[src/rtl/dot_acc.sv]
// rtl/dot_acc.sv - saturating group accumulator for signed dot8 results
module dot_acc #(
  parameter int DATA_WIDTH = 8,
  parameter int ACC_WIDTH  = 32
) (
  input  logic                      clk,
  input  logic                      rst,
  input  logic                      ena,
  input  logic                      in_valid,
  input  logic                      in_last,
  input  logic [DATA_WIDTH*2+2:0]   in_data,
  output logic                      in_ready,
  output logic                      out_valid,
  input  logic                      out_ready,
  output logic [ACC_WIDTH-1:0]      out_data,
  output logic                      out_ovf,
  output logic [15:0]               out_count
);

  localparam int IW = DATA_WIDTH * 2 + 3;
  localparam logic signed [ACC_WIDTH-1:0] ACC_MAX = {1'b0, {(ACC_WIDTH-1){1'b1}}};
  localparam logic signed [ACC_WIDTH-1:0] ACC_MIN = {1'b1, {(ACC_WIDTH-1){1'b0}}};

  typedef enum logic {IDLE = 1'b0, ACCUM = 1'b1} state_t;

  state_t                   state;
  state_t                   state_next;
  logic signed [IW-1:0]     in_s;
  logic signed [ACC_WIDTH-1:0] ext;
  logic signed [ACC_WIDTH-1:0] acc;
  logic signed [ACC_WIDTH:0]   sum_wide;
  logic signed [ACC_WIDTH-1:0] sum_sat;
  logic                     sat_hit;
  logic [15:0]              cnt;
  logic                     ovf;
  logic signed [ACC_WIDTH-1:0] final_sum;
  logic [15:0]              final_cnt;
  logic                     final_ovf;
  logic                     accept;

  // Sign-extend the incoming term to accumulator width
  assign in_s = in_data;
  assign ext  = ACC_WIDTH'(in_s);

  // One-bit-wider add; differing top two bits means signed overflow
  always_comb begin
    sum_wide = {acc[ACC_WIDTH-1], acc} + {ext[ACC_WIDTH-1], ext};
    sat_hit  = sum_wide[ACC_WIDTH] != sum_wide[ACC_WIDTH-1];
    if (!sat_hit)
      sum_sat = sum_wide[ACC_WIDTH-1:0];
    else if (sum_wide[ACC_WIDTH])
      sum_sat = ACC_MIN;
    else
      sum_sat = ACC_MAX;
  end

  // Running totals including the current beat; a fresh group starts from the beat itself
  always_comb begin
    final_sum = ext;
    final_cnt = 16'd1;
    final_ovf = 1'b0;
    if (state == ACCUM) begin
      final_sum = sum_sat;
      final_cnt = (cnt == 16'hFFFF) ? cnt : cnt + 16'd1;
      final_ovf = ovf | sat_hit;
    end
  end

  // FSM state register
  always_ff @(posedge clk or posedge rst) begin
    if (rst)
      state <= IDLE;
    else
      state <= state_next;
  end

  // FSM next state: a last beat closes the group, any other accepted beat keeps it open
  always_comb begin
    state_next = state;
    if (accept)
      state_next = in_last ? IDLE : ACCUM;
  end

  // FSM outputs: handshake; ena low or a stalled result blocks intake
  always_comb begin
    in_ready = ena & ~(out_valid & ~out_ready);
    accept   = in_ready & in_valid;
  end

  // Partial-group registers, cleared when the group is handed to the output stage
  always_ff @(posedge clk or posedge rst) begin
    if (rst) begin
      acc <= '0;
      cnt <= '0;
      ovf <= 1'b0;
    end else if (accept) begin
      if (in_last) begin
        acc <= '0;
        cnt <= '0;
        ovf <= 1'b0;
      end else begin
        acc <= final_sum;
        cnt <= final_cnt;
        ovf <= final_ovf;
      end
    end
  end

  // Output holding register; a new result may replace a popped one in the same edge
  always_ff @(posedge clk or posedge rst) begin
    if (rst) begin
      out_valid <= 1'b0;
      out_data  <= '0;
      out_count <= '0;
      out_ovf   <= 1'b0;
    end else if (ena) begin
      if (accept && in_last) begin
        out_valid <= 1'b1;
        out_data  <= final_sum;
        out_count <= final_cnt;
        out_ovf   <= final_ovf;
      end else if (out_ready) begin
        out_valid <= 1'b0;
      end
    end
  end

endmodule

[config.mk]
export PLATFORM = sky130hd
export DESIGN_NAME = dot_acc
export DESIGN_NICKNAME = d
export VERILOG_FILES = /design/src/rtl/dot_acc.sv
export SDC_FILE = /design/constraint.sdc
export NUM_CORES = 1
export LEC_CHECK = 0
export BUFFER_PORTS_ARGS = -buffer_cell sky130_fd_sc_hd__buf_2
export CAP_MARGIN = 20
export CORE_MARGIN = 4
export CORE_UTILIZATION = 45
export CTS_CLUSTER_DIAMETER = 120
export CTS_CLUSTER_SIZE = 20
export DETAILED_ROUTE_END_ITERATION = 12
export SETUP_SLACK_MARGIN = 0.05
export SLEW_MARGIN = 20
export SYNTH_ARGS = -nofsm -noshare
export SYNTH_HDL_FRONTEND = slang
export SYNTH_SLANG_ARGS = --single-unit
export TNS_END_PERCENT = 100
[constraint.sdc]
create_clock -name clk -period 4.35 [get_ports clk]
set_clock_uncertainty 0.2 [all_clocks]
set_input_delay 1.0875 -clock clk [delete_from_list [all_inputs] [get_ports clk]]
set_output_delay 1.0875 -clock clk [all_outputs]
set_load 0.1 [all_outputs]
Word level (Yosys, flattened, before mapping)
Index checks and enable logic that the tools add are counted.

operators by class
  add/sub/neg operators = 2
  mux-type cells = 12
  reduce and logical (&&, ||, !) cells = 4
  eq/ne operators = 2
  bitwise operators = 6

operators by type and width
  kind                   count
  $mux 32                4
  $mux 16                3
  $add 32x19->33         1
  $add 16x1->16 const B  1
  $eq 16x16->1 const B   1
  $mux 1                 5
  $reduce_and 2->1       2
  $and 1x1->1            3
  $not 1->1              2
  $reduce_bool 2->1      1
  $logic_and 1x1->1      1
  $ne 1x1->1             1
  $or 1x1->1             1

word-level totals
  input bits = 25
  output and inout bits = 51
  register bits = 100

Depth between registers and ports, before layout
  depth after elaboration = 8
  gate-level depth with buffers = 12

Worst setup path before layout
OpenSTA, ideal clock, no wires.

  kind = input port to flip-flop
  start point = input port out_ready
  end point = register out_data[0]
  arrival = 4.702 ns
  library setup time = 0.141 ns
  stages on the path = 7
  slack = -0.694 ns
  buffers on the path = 3
  cells stage by stage = inv_1 -> a21boi_0 -> and3_1 -> clkbuf_1 -> clkbuf_1 -> buf_1 -> a31oi_1

on the way
  cells in the longest elaborated chain, start to end = 7

ends and longest elaborated chain
  what                        line  RTL
  start: declaration          14    input logic out_ready,
  $not 1->1                   86    in_ready = ena & ~(out_valid & ~out_ready);
  $and 1x1->1                 86
  $not 1->1                   86
  $and 1x1->1                 86
  net in_ready                12    output logic in_ready,
  $and 1x1->1                 87    accept = in_ready & in_valid;
  $logic_and 1x1->1           117   if (accept && in_last) begin
  $reduce_and 2->1 (no line)  -
  end signal: assignment      119   out_data <= final_sum;
  end: declaration            15    output logic [ACC_WIDTH-1:0] out_data,

The timed path passes the listed nets, and every way through them passes these cells.
A chain may end at the register's enable or synchronous reset.

Final worst setup path
  start point = input port in_data[0]
  end point = register acc[21]

on the way
  cells in the longest elaborated chain, start to end = 5
  elaborated cells on any way between the ends = 6
  those cells by class = add/sub (1); eq/ne (1); mux (4)

ends and longest elaborated chain
  what                                          line    RTL
  start: declaration                            11      input logic [DATA_WIDTH*2+2:0] in_data,
  $add 32x19->33 (*)                            47      sum_wide = {acc[ACC_WIDTH-1], acc} + {ext[ACC_WIDTH-1], ext};
  $mux 32 / $ne 1x1->1 (equally long branches)  51, 48
  $mux 32 (*)                                   49      if (!sat_hit)
  $mux 32 (*)                                   62      if (state == ACCUM) begin
  $mux 32 (*)                                   97      if (in_last) begin
  end signal: assignment                        102     acc <= final_sum;
  end: declaration                              30      logic signed [ACC_WIDTH-1:0] acc;

Every way passes the cells marked *; elsewhere a longest branch is shown, timed or not.

==> run summary <==
Status: completed
Clock transition at the registers of the reported paths: 0.07 ns
Layout Cells excl Fill: 994
Port Buffer Count: 75
Post-synthesis cell area: 6420 um^2
IO Count: 76
Placement row count: 43
MaxCap Viol Count: 0
Crit end category: flop
Max_slew headroom: 31.0%
Final #Nets: 868
# H-tree levels: 3
Number of global-route vias before repair: 5747
Synth Flop Type: dfrtp_1
Min-delay worst type: reg -> reg
Remaining DRCs: 0
Area growth, synth to finish: 16.0%
Tcrit/Tclk final: 94.4%
Routed len/inst: 18.7 um
Clk root buf: clkbuf_16
Largest family of logic cells by synthesized area: compound AO/OA/AOI/OAI gates
DRT iter0 DRCs: 496
Multi-input logic area: 3700 um^2
FF+latch area: 2500 um^2
Initial Utilization: 46.1%
Fmax: 244 MHz
Design area: 7450 um^2
Syn Nets: 787
Worst-Margin Slew: 1.03 ns
CTS tree: yes
Worst-case clock buffer depth: 2
First-pass GRT wire length: 30400 um
CP Data Required Time: 4.39 ns
Max-slew violation count: 0
Compound-cell area share of the yosys netlist: 28.6%
Nature of the critical path startpoint: primary input
Static Leakage: 3.35 nW
N_diodes: 0
Via/cell ratio: 5.95
Power consumption: 0.00612 W
GRT overflow: 0
Final Hold Viols: 0
Min cycle time layout: 4.11 ns
DRT Pass-1 Iters: 7
CP max FO: 6
Worst-Skew Late Latency: 0.36 ns
# setup viols final: 0
Core area: 13900 um^2
Fillers: 1303
Multiplexer share of the synthesized area: 1.36%
Maximum number of pins on one net before global-route repair: 60
Synth top area share: 39.0%
Post-synth EDFFs: 0
Syn avg cell area: 8.82 um^2
Routed WL: 18600 um
Cell taking the most area after synthesis: dfrtp_1
Worst endpoint data arrival time: 4.14 ns
PD cells: 821 nW/um^2
Placed cell area: 7140 um^2
Num CTS Buffers: 9
Final hold slack: 0.265 ns
Initial antenna violation count: 0
Post-DP HPWL: 14000 um
Share of cells above drive strength 1: 19.3%
DIE WIDTH: 127 um
Clock Sinks: 100
Synth Register Bits: 100
Post-layout util: 53.5%
Post-Synth Adder-Cell Area: 6.90%
Die Y: 127 um
DR vias: 5914
Die Area: 16200 um^2
Unrepaired setup endpoints after global routing: no
Syn Inst Count: 728
Routability Congestion: 0.905
Ys async rst share: 100%
Worst VDD drop: 0.000390 V
Placed insts: 978
Synth Area in Simple Gates: 14.7%
Yosys cell types: 73
Synth top area cells: dfrtp_1, ha_1, a21oi_1
Total track usage: 23.4%
Critical path type: in -> reg
Ys Warns: 0
Detail Route Antenna Nets: 0
XOR/XNOR Fraction of Synth Area: 6.00%
Seq/Total Area, Yosys: 39.0%
==> layout by cell type (no fill, tap or decap), types with 4 or more instances in the layout <==
cell type / netlist / routed
and3_1: 9 / 8
clkbuf_16: 0 / 9
o31ai_1: 11 / 11
o21a_1: 6 / 6
xor2_1: 16 / 16
nand2b_1: 5 / 5
a21o_1: 7 / 7
dfrtp_1: 100 / 100
nand3_1: 20 / 20
o21bai_1: 5 / 5
and2_1: 5 / 5
o22a_1: 7 / 7
mux2_2: 5 / 5
inv_1: 14 / 13
buf_2: 14 / 75
o21ai_1: 16 / 16
a22o_1: 12 / 12
nand2_1: 88 / 88
buf_4: 0 / 34
nor2_1: 47 / 47
o21ai_0: 64 / 64
nor3_1: 9 / 9
o211ai_1: 4 / 4
a31oi_1: 26 / 26
xnor2_1: 23 / 23
nand4_1: 10 / 10
a21oi_1: 78 / 78
ha_1: 33 / 33
==> flip-flops by register name, summed over array words and instances (netlist names) <==
| register | flops |
|---|---|
| acc | 32 |
| cnt | 16 |
| out_count | 16 |
| out_data | 32 |
| out_ovf | 1 |
| out_valid | 1 |
| ovf | 1 |
| state | 1 |
==> cell type report <==
class | instances | share of cell area (%)
Clock buffer | 11 | 3.39
Clock inverter | 5 | 0.772
Inverter | 15 | 0.789
Multi-Input combinational cell | 573 | 49.7
Sequential cell | 100 | 33.6
Tap cell | 180 | 3.02
Timing Repair Buffer | 110 | 8.73
==> synth_stat cells (all sizes together), types with 6 or more instances <==
master and count:
a22o 12, ha 33, nand3 20, nand4 10
o21ai 82, nand2 88, nor3 10, a31oi 27
a21oi 81, xor2 16, clkbuf 25, inv 14
and3 9, o21a 6, mux2 6, o22a 7
xnor2 25, a21o 7, nor2 47, buf 15
dfrtp 100, o31ai 14
==> logic make-up after synthesis <==
| family | after synthesis |
|---|---|
| AO/OA/AOI/OAI | 282 |
| AND/OR/NAND/NOR | 207 |
| flip-flops | 100 |
| buffers and inverters | 55 |
| XOR/XNOR | 41 |
| adder cells (fa/ha/maj) | 35 |
| multiplexers | 8 |
==> worst max-delay path: stages <==
cell      delay, ns
buf_2          0.11
ha_1           0.23
fa_1           0.39
a21o_1         0.18
o21ai_1        0.19
a31oi_2        0.17
a31oi_1        0.37
a211oi_2       0.16
buf_4          0.18
o21a_1         0.29
nor2_1         0.34
a21oi_1        0.16
o221a_1        0.26
==> power breakdown <==
group / switching [W] / internal [W] / leakage, nW
clock network: 0.000380 / 0.000480 / 0.156
logic: 0.00272 / 0.00113 / 1.94
registers: 0.000189 / 0.00121 / 1.26
total: 0.00329 / 0.00283 / 3.35
==> path summary, 6_finish.rpt <==
path                          startpoint             to  slack, ns  depth (start not counted)
hold / removal             out_count[15]  out_count[15]       0.27                          2
setup / recovery              in_data[0]        acc[21]       0.24                         13
hold reg to reg            out_count[15]  out_count[15]       0.27                          2
max in group asynchronous            rst        acc[18]       2.50                          3
min in group asynchronous            rst    out_data[4]       0.65                          2
setup reg to reg                  acc[0]        acc[21]       0.71                         12
==> what timing repair did <==
action / 4_1_cts / 5_1_grt
hold buffers: 0 / 0
resized for setup: 0 / 1
endpoints found under the setup margin: 0 / 1
buffers inserted: 0 / 0
==> through the flow <==
stage,worst slack [ns],setup TNS (ns)
2_1_floorplan,0.145,0
3_3_place_gp,-0.0730,-0.631
3_5_place_dp,-0.171,-0.887
4_1_cts,0.192,0
5_1_grt,0.0457,0
6_report,0.244,0
==> layer usage <==
metal  track usage [%]  share of wire [%]  wire (um)  vias up
li1                  -                  -          -     2856
met1              33.8                 48       8850     2878
met2              36.4                 46       8490      154
met3              4.06                4.7        868       26
met4              6.31                2.1        397        0
met5                 0                  0          0        -
Note: power is estimated with default switching activity, not from simulation.
